**config.mk**
```make
export PLATFORM = sky130hd
export DESIGN_NAME = serial_sub8_flat
export DESIGN_NICKNAME = d
export VERILOG_FILES = /design/src/rtl/serial_sub8_if.sv /design/src/rtl/serial_sub8.sv /design/src/flat_wrapper.sv
export SDC_FILE = /design/constraint.sdc
export NUM_CORES = 1
export LEC_CHECK = 0
export ABC_CLOCK_PERIOD_IN_PS = 1400
export CORE_MARGIN = 2
export CORE_UTILIZATION = 40
export CTS_BUF_LIST = sky130_fd_sc_hd__clkbuf_8
export DETAILED_ROUTE_END_ITERATION = 16
export PLACE_DENSITY = 0.66
export RECOVER_POWER = 100
export SLEW_MARGIN = 10
export SYNTH_ARGS = -nofsm -noshare
export SYNTH_HDL_FRONTEND = slang
export SYNTH_SLANG_ARGS = --single-unit
```
**constraint.sdc**
```tcl
create_clock -name clk -period 1.4 [get_ports clk]
set_input_delay 0.14 -clock clk [delete_from_list [all_inputs] [get_ports clk]]
set_output_delay 0.14 -clock clk [all_outputs]
set_load 0.02 [all_outputs]
```
**src/rtl/serial_sub8_if.sv**
```systemverilog
// serial_sub8_if: operand/result bundle for the bit-serial subtractor.
//   master : drives start, A, B, Bin; observes busy, done, Diff, Bout, Ovf
//   slave  : the subtractor itself (the inverse directions)
interface serial_sub8_if #(
  parameter int WIDTH = 8
);
  logic             start;
  logic [WIDTH-1:0] A;
  logic [WIDTH-1:0] B;
  logic             Bin;
  logic             busy;
  logic             done;
  logic [WIDTH-1:0] Diff;
  logic             Bout;
  logic             Ovf;

  modport master (
    output start, A, B, Bin,
    input  busy, done, Diff, Bout, Ovf
  );

  modport slave (
    input  start, A, B, Bin,
    output busy, done, Diff, Bout, Ovf
  );
endinterface

```
**src/rtl/serial_sub8.sv**
```systemverilog
// serial_sub8: bit-serial subtractor, Diff = A - B - Bin, one bit per clock
// through a single full-subtractor cell.
//   clk     rising-edge clock
//   rst_n   asynchronous active-low reset
//   bus     serial_sub8_if.slave
//             start/A/B/Bin  operands, sampled on the accepting edge (busy=0)
//             busy           high while bits are being processed
//             done           one-cycle pulse when Diff/Bout/Ovf update
//             Diff/Bout/Ovf  result, held until the next operation completes
module serial_sub8 #(
  parameter int WIDTH = 8
) (
  input  logic         clk,
  input  logic         rst_n,
  serial_sub8_if.slave bus
);

  localparam int CW = $clog2(WIDTH) + 1;

  typedef enum logic [1:0] {
    IDLE = 2'd0,
    RUN  = 2'd1,
    DONE = 2'd2
  } state_t;

  state_t           state_reg;
  logic [WIDTH-1:0] a_sr_reg;
  logic [WIDTH-1:0] b_sr_reg;
  logic [WIDTH-1:0] res_sr_reg;
  logic [CW-1:0]    cnt_reg;
  logic             br_reg;
  logic             busy_reg;
  logic             done_reg;
  logic [WIDTH-1:0] diff_reg;
  logic             bout_reg;
  logic             ovf_reg;

  // Full-subtractor cell on the current LSBs.
  logic a_bit, b_bit, d_bit, br_next;

  always_comb begin
    a_bit   = a_sr_reg[0];
    b_bit   = b_sr_reg[0];
    d_bit   = a_bit ^ b_bit ^ br_reg;
    br_next = (~a_bit & b_bit) | (~(a_bit ^ b_bit) & br_reg);
  end

  always_ff @(posedge clk or negedge rst_n) begin
    if (!rst_n) begin
      state_reg  <= IDLE;
      a_sr_reg   <= '0;
      b_sr_reg   <= '0;
      res_sr_reg <= '0;
      cnt_reg    <= '0;
      br_reg     <= 1'b0;
      busy_reg   <= 1'b0;
      done_reg   <= 1'b0;
      diff_reg   <= '0;
      bout_reg   <= 1'b0;
      ovf_reg    <= 1'b0;
    end else begin
      case (state_reg)
        IDLE, DONE: begin
          done_reg <= 1'b0;
          if (bus.start) begin
            a_sr_reg   <= bus.A;
            b_sr_reg   <= bus.B;
            br_reg     <= bus.Bin;
            res_sr_reg <= '0;
            cnt_reg    <= '0;
            busy_reg   <= 1'b1;
            state_reg  <= RUN;
          end else begin
            state_reg  <= IDLE;
          end
        end
        RUN: begin
          a_sr_reg   <= a_sr_reg >> 1;
          b_sr_reg   <= b_sr_reg >> 1;
          br_reg     <= br_next;
          res_sr_reg <= {d_bit, res_sr_reg[WIDTH-1:1]};
          cnt_reg    <= cnt_reg + 1'b1;
          if (cnt_reg == CW'(WIDTH - 1)) begin
            // Last bit: the LSBs now hold the operand MSBs and d_bit is the
            // result MSB, so signed overflow is computed right here.
            diff_reg  <= {d_bit, res_sr_reg[WIDTH-1:1]};
            bout_reg  <= br_next;
            ovf_reg   <= (a_bit ^ b_bit) & (d_bit ^ a_bit);
            busy_reg  <= 1'b0;
            done_reg  <= 1'b1;
            state_reg <= DONE;
          end
        end
        default: begin
          busy_reg  <= 1'b0;
          done_reg  <= 1'b0;
          state_reg <= IDLE;
        end
      endcase
    end
  end

  assign bus.busy = busy_reg;
  assign bus.done = done_reg;
  assign bus.Diff = diff_reg;
  assign bus.Bout = bout_reg;
  assign bus.Ovf  = ovf_reg;

endmodule

```
**src/flat_wrapper.sv**
```systemverilog
// flat-port wrapper written by rule: the top's interface ports become plain ports
module serial_sub8_flat 
#(
  parameter int WIDTH = 8
)
  (clk, rst_n, bus_start, bus_A, bus_B, bus_Bin, bus_busy, bus_done, bus_Diff, bus_Bout, bus_Ovf);
  serial_sub8_if #(.WIDTH(WIDTH)) bus_i ();
  input  logic clk;
  input  logic rst_n;
  input wire logic [$bits(bus_i.start)-1:0] bus_start;
  input wire logic [$bits(bus_i.A)-1:0] bus_A;
  input wire logic [$bits(bus_i.B)-1:0] bus_B;
  input wire logic [$bits(bus_i.Bin)-1:0] bus_Bin;
  output wire logic [$bits(bus_i.busy)-1:0] bus_busy;
  output wire logic [$bits(bus_i.done)-1:0] bus_done;
  output wire logic [$bits(bus_i.Diff)-1:0] bus_Diff;
  output wire logic [$bits(bus_i.Bout)-1:0] bus_Bout;
  output wire logic [$bits(bus_i.Ovf)-1:0] bus_Ovf;
  assign bus_i.start = bus_start;
  assign bus_i.A = bus_A;
  assign bus_i.B = bus_B;
  assign bus_i.Bin = bus_Bin;
  assign bus_busy = bus_i.busy;
  assign bus_done = bus_i.done;
  assign bus_Diff = bus_i.Diff;
  assign bus_Bout = bus_i.Bout;
  assign bus_Ovf = bus_i.Ovf;
  serial_sub8 #(.WIDTH(WIDTH)) u_core (.clk(clk), .rst_n(rst_n), .bus(bus_i));
endmodule
```
==> results of run 1 <==
power by group through the flow:
stage | sequential, mW | clock [mW] | combinational, mW
detailed placement | 2.06 | 0 | 2.57
floorplan | 2.14 | 0 | 1.47
global placement | 2.02 | 0 | 2.48
finish | 2.06 | 0.835 | 2.49
CTS | 2.05 | 0.865 | 2.61
global route | 2.12 | 0.931 | 2.71
metrics by stage:
step                util, %  instances  setup WS (ns)  setup TNS [ns]  hold WS (ns)
CTS                    57.3        224        -0.0418         -0.0470         0.375
finish                 56.4        226       -0.00961        -0.00961         0.375
detailed placement     54.0        213        -0.0528          -0.255         0.155
global placement       54.0        213        -0.0138         -0.0981         0.140
floorplan                 -        125        0.00796               0        -0.156
global route           56.4        226         -0.120          -0.591         0.424
layer usage:
layer,vias to the layer above,track usage [%],wire (um)
met5,-,0,0
met4,0,7.69,55
met3,4,3.90,120
met2,27,26.3,1800
met1,627,18.6,1570
li1,566,-,-
cells in the final DEF, fill, tap and decap left out, types with 2 or more instances in the layout:
master,netlist,routed
inv_2,0,2
o21ai_0,3,3
mux2i_1,2,2
buf_12,0,2
clkdlybuf4s50_1,0,18
a22o_1,23,23
clkbuf_8,0,7
dlygate4sd2_1,0,6
nor3_1,2,2
mux2_2,8,8
dfrtp_1,41,41
nor2_1,2,3
a21o_1,13,13
a221o_1,3,3
buf_4,0,12
clkbuf_1,0,7
clkbuf_2,0,3
kinds of logic after synthesis:
kind of cell             synth area share (%)
adder cells (fa/ha/maj)                  2.59
flip-flops                               58.9
buffers and inverters                    3.66
AND/OR/NAND/NOR                          6.68
XOR/XNOR                                0.503
multiplexers                             6.97
AO/OA/AOI/OAI                            20.7
cell type report:
class | instances | area share, %
clock buffer | 7 | 4.18
inverter | 3 | 0.489
tap | 50 | 2.72
multi-input combinational | 74 | 29.4
clock inverter | 1 | 0.217
sequential | 41 | 44.5
timing repair buffer | 50 | 18.5
path summary, 6_finish.rpt:
check                                endpoint  cells past startpoint  slack, ns
hold / removal             u_core.b_sr_reg[4]                      2       0.38
min in group clk           u_core.b_sr_reg[7]                      2       0.46
max in group asynchronous   u_core.cnt_reg[2]                      3       0.36
setup / recovery               u_core.bus.Ovf                      4      -0.01
setup reg to reg               u_core.bus.Ovf                      4      -0.01
hold reg to reg            u_core.a_sr_reg[3]                      1       0.48
Yosys cell counts, drive strengths merged, types with 2 or more instances:
master / count
dfrtp: 41
a22o: 23
a21o: 13
mux2: 9
buf: 8
nor2: 4
a221o: 3
inv: 3
o21ai: 3
ha: 2
mux2i: 2
nand2b: 2
nand3b: 2
nor2b: 2
nor3: 2
what timing repair did:
item	4_1_cts	5_1_grt
gates resized for setup	10	9
hold buffers	1	0
setup buffers	1	2
setup endpoints to repair	16	16
pin swaps	2	2
cloned	1	0
endpoints found under the hold margin	22	0
==> summary.md, run 1 <==
| Metric | Value |
|---|---|
| Switching share of total power | 35.2% |
| Switching power | 1.90 mW |
| P_leak | ~1.2 nW |
| Port Buffer Count | 31 |
| CTS Buf Count | 5 |
| CTS tree | built |
| Hold crit path type | input port to asynchronous set/reset pin |
| Finished Cell Area | approximately 0.0023 sq mm |
| Leading area contributor after synthesis | dfrtp_1 |
| Worst setup SP type | flip-flop |
| Fin. max-slew vios | 0 |
| Power share of the combinational group | between 40% and 50% |
| Top-area cell type share of the netlist area | 58.9% |
| FMAX | ~710 MHz |
| Mapped Nets | roughly 150 |
| CP endpoint kind | flip-flop |
| Clock Sink Count | just over 40 |
| RSZ-0062 raised after global routing | true |
| Drt pass-1 iters | 4 |
| Yosys reg bits | between 40 and 50 |
| Clock-pin slew on the worst setup and hold paths | 0.08 ns |
| Root Driver | clkbuf_8 |
| Clock Skew | roughly 0.0039 ns |
| Die ar. | about 0.005 sq mm |
| Crit path launch | u_core.br_reg |
| Max_cap viols | 0 |
| Fillers | about 360 |
| CP Class | flip-flop to flip-flop |
| Detailed-route via count | 1224 |
| CP top delay family | adder cells |
| Ports placed on the boundary | 32 |
| Fraction of registers with async set/reset | 100% |
| PD cells | 2340 mW/mm^2 |
| Final worst slack | -0.00961 ns |
| Area of the multi-input gates | 677 sq um |
| Largest net degree at the start of global routing | 29 |
| Worst r2r src | u_core.br_reg |
| Worst slew pin tran | between 0.5 and 0.6 ns |
| Status | finished with violations |
| Post-Syn Instances | between 100 and 150 |
| Seq pwr share | around two fifths |
| Yosys cell types | 27 |
| DRC viols | 0 |
| Syn Std Cell Area | approximately 0.0017 sq mm |
| Drt wl/cell | roughly 16 um |
| Synth area leaders | dfrtp_1 (59%), a22o_1 (12%), a21o_1 (5.6%), mux2_2 (5.2%), a221o_1 (1.7%) |
| Routed Wire Length | between 3 and 4 mm |
| Worst path buffer plus inverter count | 1 |
| Synth Flop Type | dfrtp_1 |
| Area post-placement | approximately 0.0022 sq mm |
| CP max FO | 3 |
| Core Box Area | 0.00409 sq mm |
| Vias in the first global route | about 1300 |
| CP required | approximately 1.6 ns |
| FF+latch area | 0.00103 sq mm |
| Slew headroom | between 60% and 70% |
| GR Overflow Total | 0 |
| Vias per cell | 5.42 |
| # diodes | 0 |
| All-layer global routing usage | approximately 16% |
| Pint | 3.49 mW |
| Die H | roughly 70 um |
| Syn Area/Cell | about 14 sq um |
| CP arrival | 1.60 ns |
| # rows | 23 |
| Initial antenna violation count | 0 |
| Nets | 198 |
| RD Place Congestion | 0.714 |
| Clk buf depth | 2 |
| VDD IR max | ~1.0 mV |
| Area grow syn2layout | 32.3% |
| Crit path max-delay cell type | fa_1 |
| Fin crit share | 101% |
| Initial drt markers | 61 |
| CTS H-tree lvls | 2 |
| Initial Util | 42.6% |
| Dpl hpwl | about 2.4 mm |
| EDFF count, synth | 0 |
| Layout cell share with drive strength beyond 1 | roughly a quarter |
| Share of synthesized area occupied by flip-flops and latches | about 59% |
| Critical Path Max Stage Delay | between 0.5 and 0.6 ns |
| Tmin final | 1.41 ns |
| Global-route wire length before repair | around 6.0 mm |
| Synthesis warning total | 0 |
| Die Wd | between 60 and 70 um |
| Clk Latency, worst-skew pair | between 0.2 and 0.3 ns |
| Clk pwr share | 15.5% |
| Final antenna-violating net count | 0 |
| Failing checks | setup timing |
| Crit-path cells | inv_2, fa_1, xnor2_1, o41ai_1 |
| Setup Viol. Count Final | 1 |
| Final Hold Fails | 0 |
| Pwr Total | around 5.4 mW |
Power figures use the tool's default switching activity.
==> run 2, diff against run 1 <==
--- a/config.mk
+++ b/config.mk
@@ -9,6 +9,7 @@
 export CORE_MARGIN = 2
 export CORE_UTILIZATION = 40
 export CTS_BUF_LIST = sky130_fd_sc_hd__clkbuf_8
+export CTS_CLUSTER_SIZE = 8
 export DETAILED_ROUTE_END_ITERATION = 16
 export PLACE_DENSITY = 0.66
 export RECOVER_POWER = 100
==> results of run 2 <==
Same layout as run 1: the final DEF is identical, and so are final timing and power.
==> run 3, diff against run 2 <==
--- a/config.mk
+++ b/config.mk
@@ -5,6 +5,7 @@
 export SDC_FILE = /design/constraint.sdc
 export NUM_CORES = 1
 export LEC_CHECK = 0
+export ABC_AREA = 1
 export ABC_CLOCK_PERIOD_IN_PS = 1400
 export CORE_MARGIN = 2
 export CORE_UTILIZATION = 40
==> summary.md, run 3 <==
| Metric | Value |
|---|---|
| Top-area cell type share of the netlist area | 54.9% |
| Max_cap viols | 0 |
| Dpl hpwl | ~2.3 mm |
| DRC viols | 0 |
| Setup TNS | 0 ns |
| Layout cell share with drive strength beyond 1 | 8.66% |
| Leading area contributor after synthesis | dfrtp_1 |
| Clk Latency, worst-skew pair | roughly 0.29 ns |
| Switching power | 2.06 mW |
| Most Used Layer, Global Route | met2 |
| Fin. max-slew vios | 0 |
| Seq pwr share | a little under 40% |
| Final Hold Fails | 0 |
| RSZ-0062 raised after global routing | true |
| Syn Area/Cell | 7.99 sq um |
| Largest net degree at the start of global routing | 42 |
| Root Driver | clkbuf_8 |
| Clock Skew | approximately 0.008 ns |
| GR Layer Usage met2 | 22.9% |
| Critical Path Max Stage Delay | roughly 0.6 ns |
| Hold crit path type | input port to flip-flop |
| Syn Std Cell Area | ~0.0019 sq mm |
| # diodes | 0 |
| Post-Syn Instances | around 230 |
| # rows | 24 |
| RD Place Congestion | a little over 0.7 |
| All-layer global routing usage | between 10% and 20% |
| Port Buffer Count | 31 |
| Vias per cell | 4.53 |
| Drt pass-1 iters | 4 |
| Nets | between 200 and 300 |
| CP arrival | ~1.6 ns |
| Initial Util | 42.3% |
| Most common cell after layout, fill and taps aside | nand2_1 |
| Most frequent cells in the layout | nand2_1 (127), dfrtp_1 (41), inv_1 (31) |
| Final antenna-violating net count | 0 |
| Detailed-route via count | about 1500 |
| Drt wl/cell | 10.2 um |
| CP dominant cell by count | nand2_1 |
| Yosys reg bits | between 40 and 50 |
| Initial drt markers | 72 |
| CP max FO | 4 |
| Met1 Use GR | 18.4% |
| Clock Sink Count | just over 40 |
| VDD IR max | slightly above 0.7 mV |
| Die Wd | 72.4 um |
| Area post-placement | between 0.002 and 0.0025 sq mm |
| Top cells by count, synth | nand2_1 (127), dfrtp_1 (41), inv_1 (30) |
| Mapped Nets | approximately 260 |
| CP Class | flip-flop to flip-flop |
| Final Hold Slack | 0.377 ns |
| Share of synthesized area occupied by flip-flops and latches | 54.9% |
| CTS H-tree lvls | 2 |
| GR Overflow Total | 0 |
| Worst setup SP type | flip-flop |
| Tmin final | ~1.4 ns |
| Switching share of total power | approximately two fifths |
| Placed insts | between 300 and 400 |
| CP endpoint kind | flip-flop |
| Pwr Total | between 5 and 6 mW |
| Non-filler cells, final | approximately 330 |
| CTS Buf Count | 5 |
| CTS tree | built |
| Clk buf depth | 2 |
| PD cells | roughly 2200 mW/mm^2 |
| Pint | approximately 3.2 mW |
| Crit path max-delay cell type | fa_1 |
| Most frequent cell after synthesis | nand2_1 |
| Ports placed on the boundary | 32 |
| Crit-path cells | inv_2, fa_1, nand2_1, nand2_1, nor2_1, nand2_1, nand2_1 |
| Finished Cell Area | roughly 0.0023 sq mm |
| Clk pwr share | a little under a fifth |
| Worst slew pin tran | between 0.8 and 0.9 ns |
| Synth Flop Type | dfrtp_1 |
| EDFF count, synth | 0 |
| Slew headroom | between 40% and 50% |
| Fin crit share | 98.5% |
| Fraction of registers with async set/reset | 100% |
| Core Box Area | around 0.0044 sq mm |
| Initial antenna violation count | 0 |
| Yosys cell types | 19 |
| CP required | between 1.5 and 2 ns |
| Clock-pin slew on the worst setup and hold paths | 0.08 ns |
| Synth area leaders | dfrtp_1 (55%), nand2_1 (26%), inv_1 (6.0%), o22ai_1 (2.0%), buf_6 (1.8%) |
| Routed Wire Length | 3.37 mm |
| Global-route wire length before repair | slightly below 6 mm |
| FMAX | approximately 730 MHz |
| Status | finished, final reports clean |
| Synthesis warning total | 0 |
| Power share of the combinational group | between 40% and 50% |
| Area grow syn2layout | 25.3% |
| Die H | 72.4 um |
| Die ar. | 0.00524 sq mm |
| Setup Viol. Count Final | 0 |
| P_leak | about 1.3 nW |
| Vias in the first global route | ~1300 |
| Met3 Resource Use GR | under 10% |
[run 3: final cells by class]
cell class / instances / area (sq um)
clock buffer: 6 / 82.6
fill: 438 / 2070
tap: 52 / 65.1
timing repair buffer: 41 / 350
clock inverter: 2 / 33.8
multi-input combinational: 155 / 664
inverter: 32 / 120
sequential: 41 / 1030
[run 3: cell families (layout without fill, tap and decap cells)]
kind of cell	count (synthesis)	count (layout)	share of synthesized area, %
AOI/OAI and AO/OA	9	9	2.81
adders and majority gates	3	3	2.41
buffers and inverters	38	81	9.44
DFF	41	41	54.9
and+or+nand+nor	143	143	30.5
[run 3: what timing repair did]
item	4_1_cts	5_1_grt
pin swaps	0	2
hold buffers	1	0
setup buffers	0	1
gates resized for setup	3	10
setup endpoints to repair	3	18
hold endpoints to repair	41	0
[run 3: worst paths after layout]
kind | startpoint | end | slack, ns | cells past startpoint
max reg2reg | u_core.b_sr_reg[0] | u_core.bus.Ovf | 0.02 | 7
max in group asynchronous | rst_n | u_core.bus.Diff[7] | 0.24 | 3
min | bus_A[7] | u_core.a_sr_reg[7] | 0.38 | 3
min reg2reg | u_core.res_sr_reg[4] | u_core.bus.Diff[3] | 0.47 | 2
max | u_core.b_sr_reg[0] | u_core.bus.Ovf | 0.02 | 7
min in group asynchronous | rst_n | u_core.bus.Diff[0] | 0.59 | 3
[run 3: stage by stage]
| step | worst slack, ns | utilization [%] |
|---|---|---|
| 4_1_cts | 0.00196 | 54.5 |
| 6_report | 0.0214 | 53.1 |
| 5_1_grt | -0.0655 | 53.1 |
| 3_3_place_gp | 0.0829 | 51.7 |
| 2_1_floorplan | 0.103 | - |
| 3_5_place_dp | 0.0417 | 51.7 |
[run 3: critical path, delay by kind of cell, from the launching register on]
kind	cells	cell delay, ns
fa+ha+maj	1	0.60
buf+inv	1	0.05
flops	1	0.37
simple gates	5	0.25
[run 3: power groups by stage]
stage          clock [mW]  combinational (mW)  sequential [mW]
2_1_floorplan           0                1.47             2.21
3_3_place_gp            0                2.39             2.04
3_5_place_dp            0                2.44             2.06
4_1_cts             0.999                2.43             2.05
5_1_grt              1.05                2.55             2.11
6_report            0.963                2.22             2.04
[run 3: metal layers]
layer / vias to the layer above / wire length, um
met5: - / 0
met4: 0 / 56
met3: 6 / 179
met2: 33 / 1490
met1: 675 / 1640
li1: 777 / -
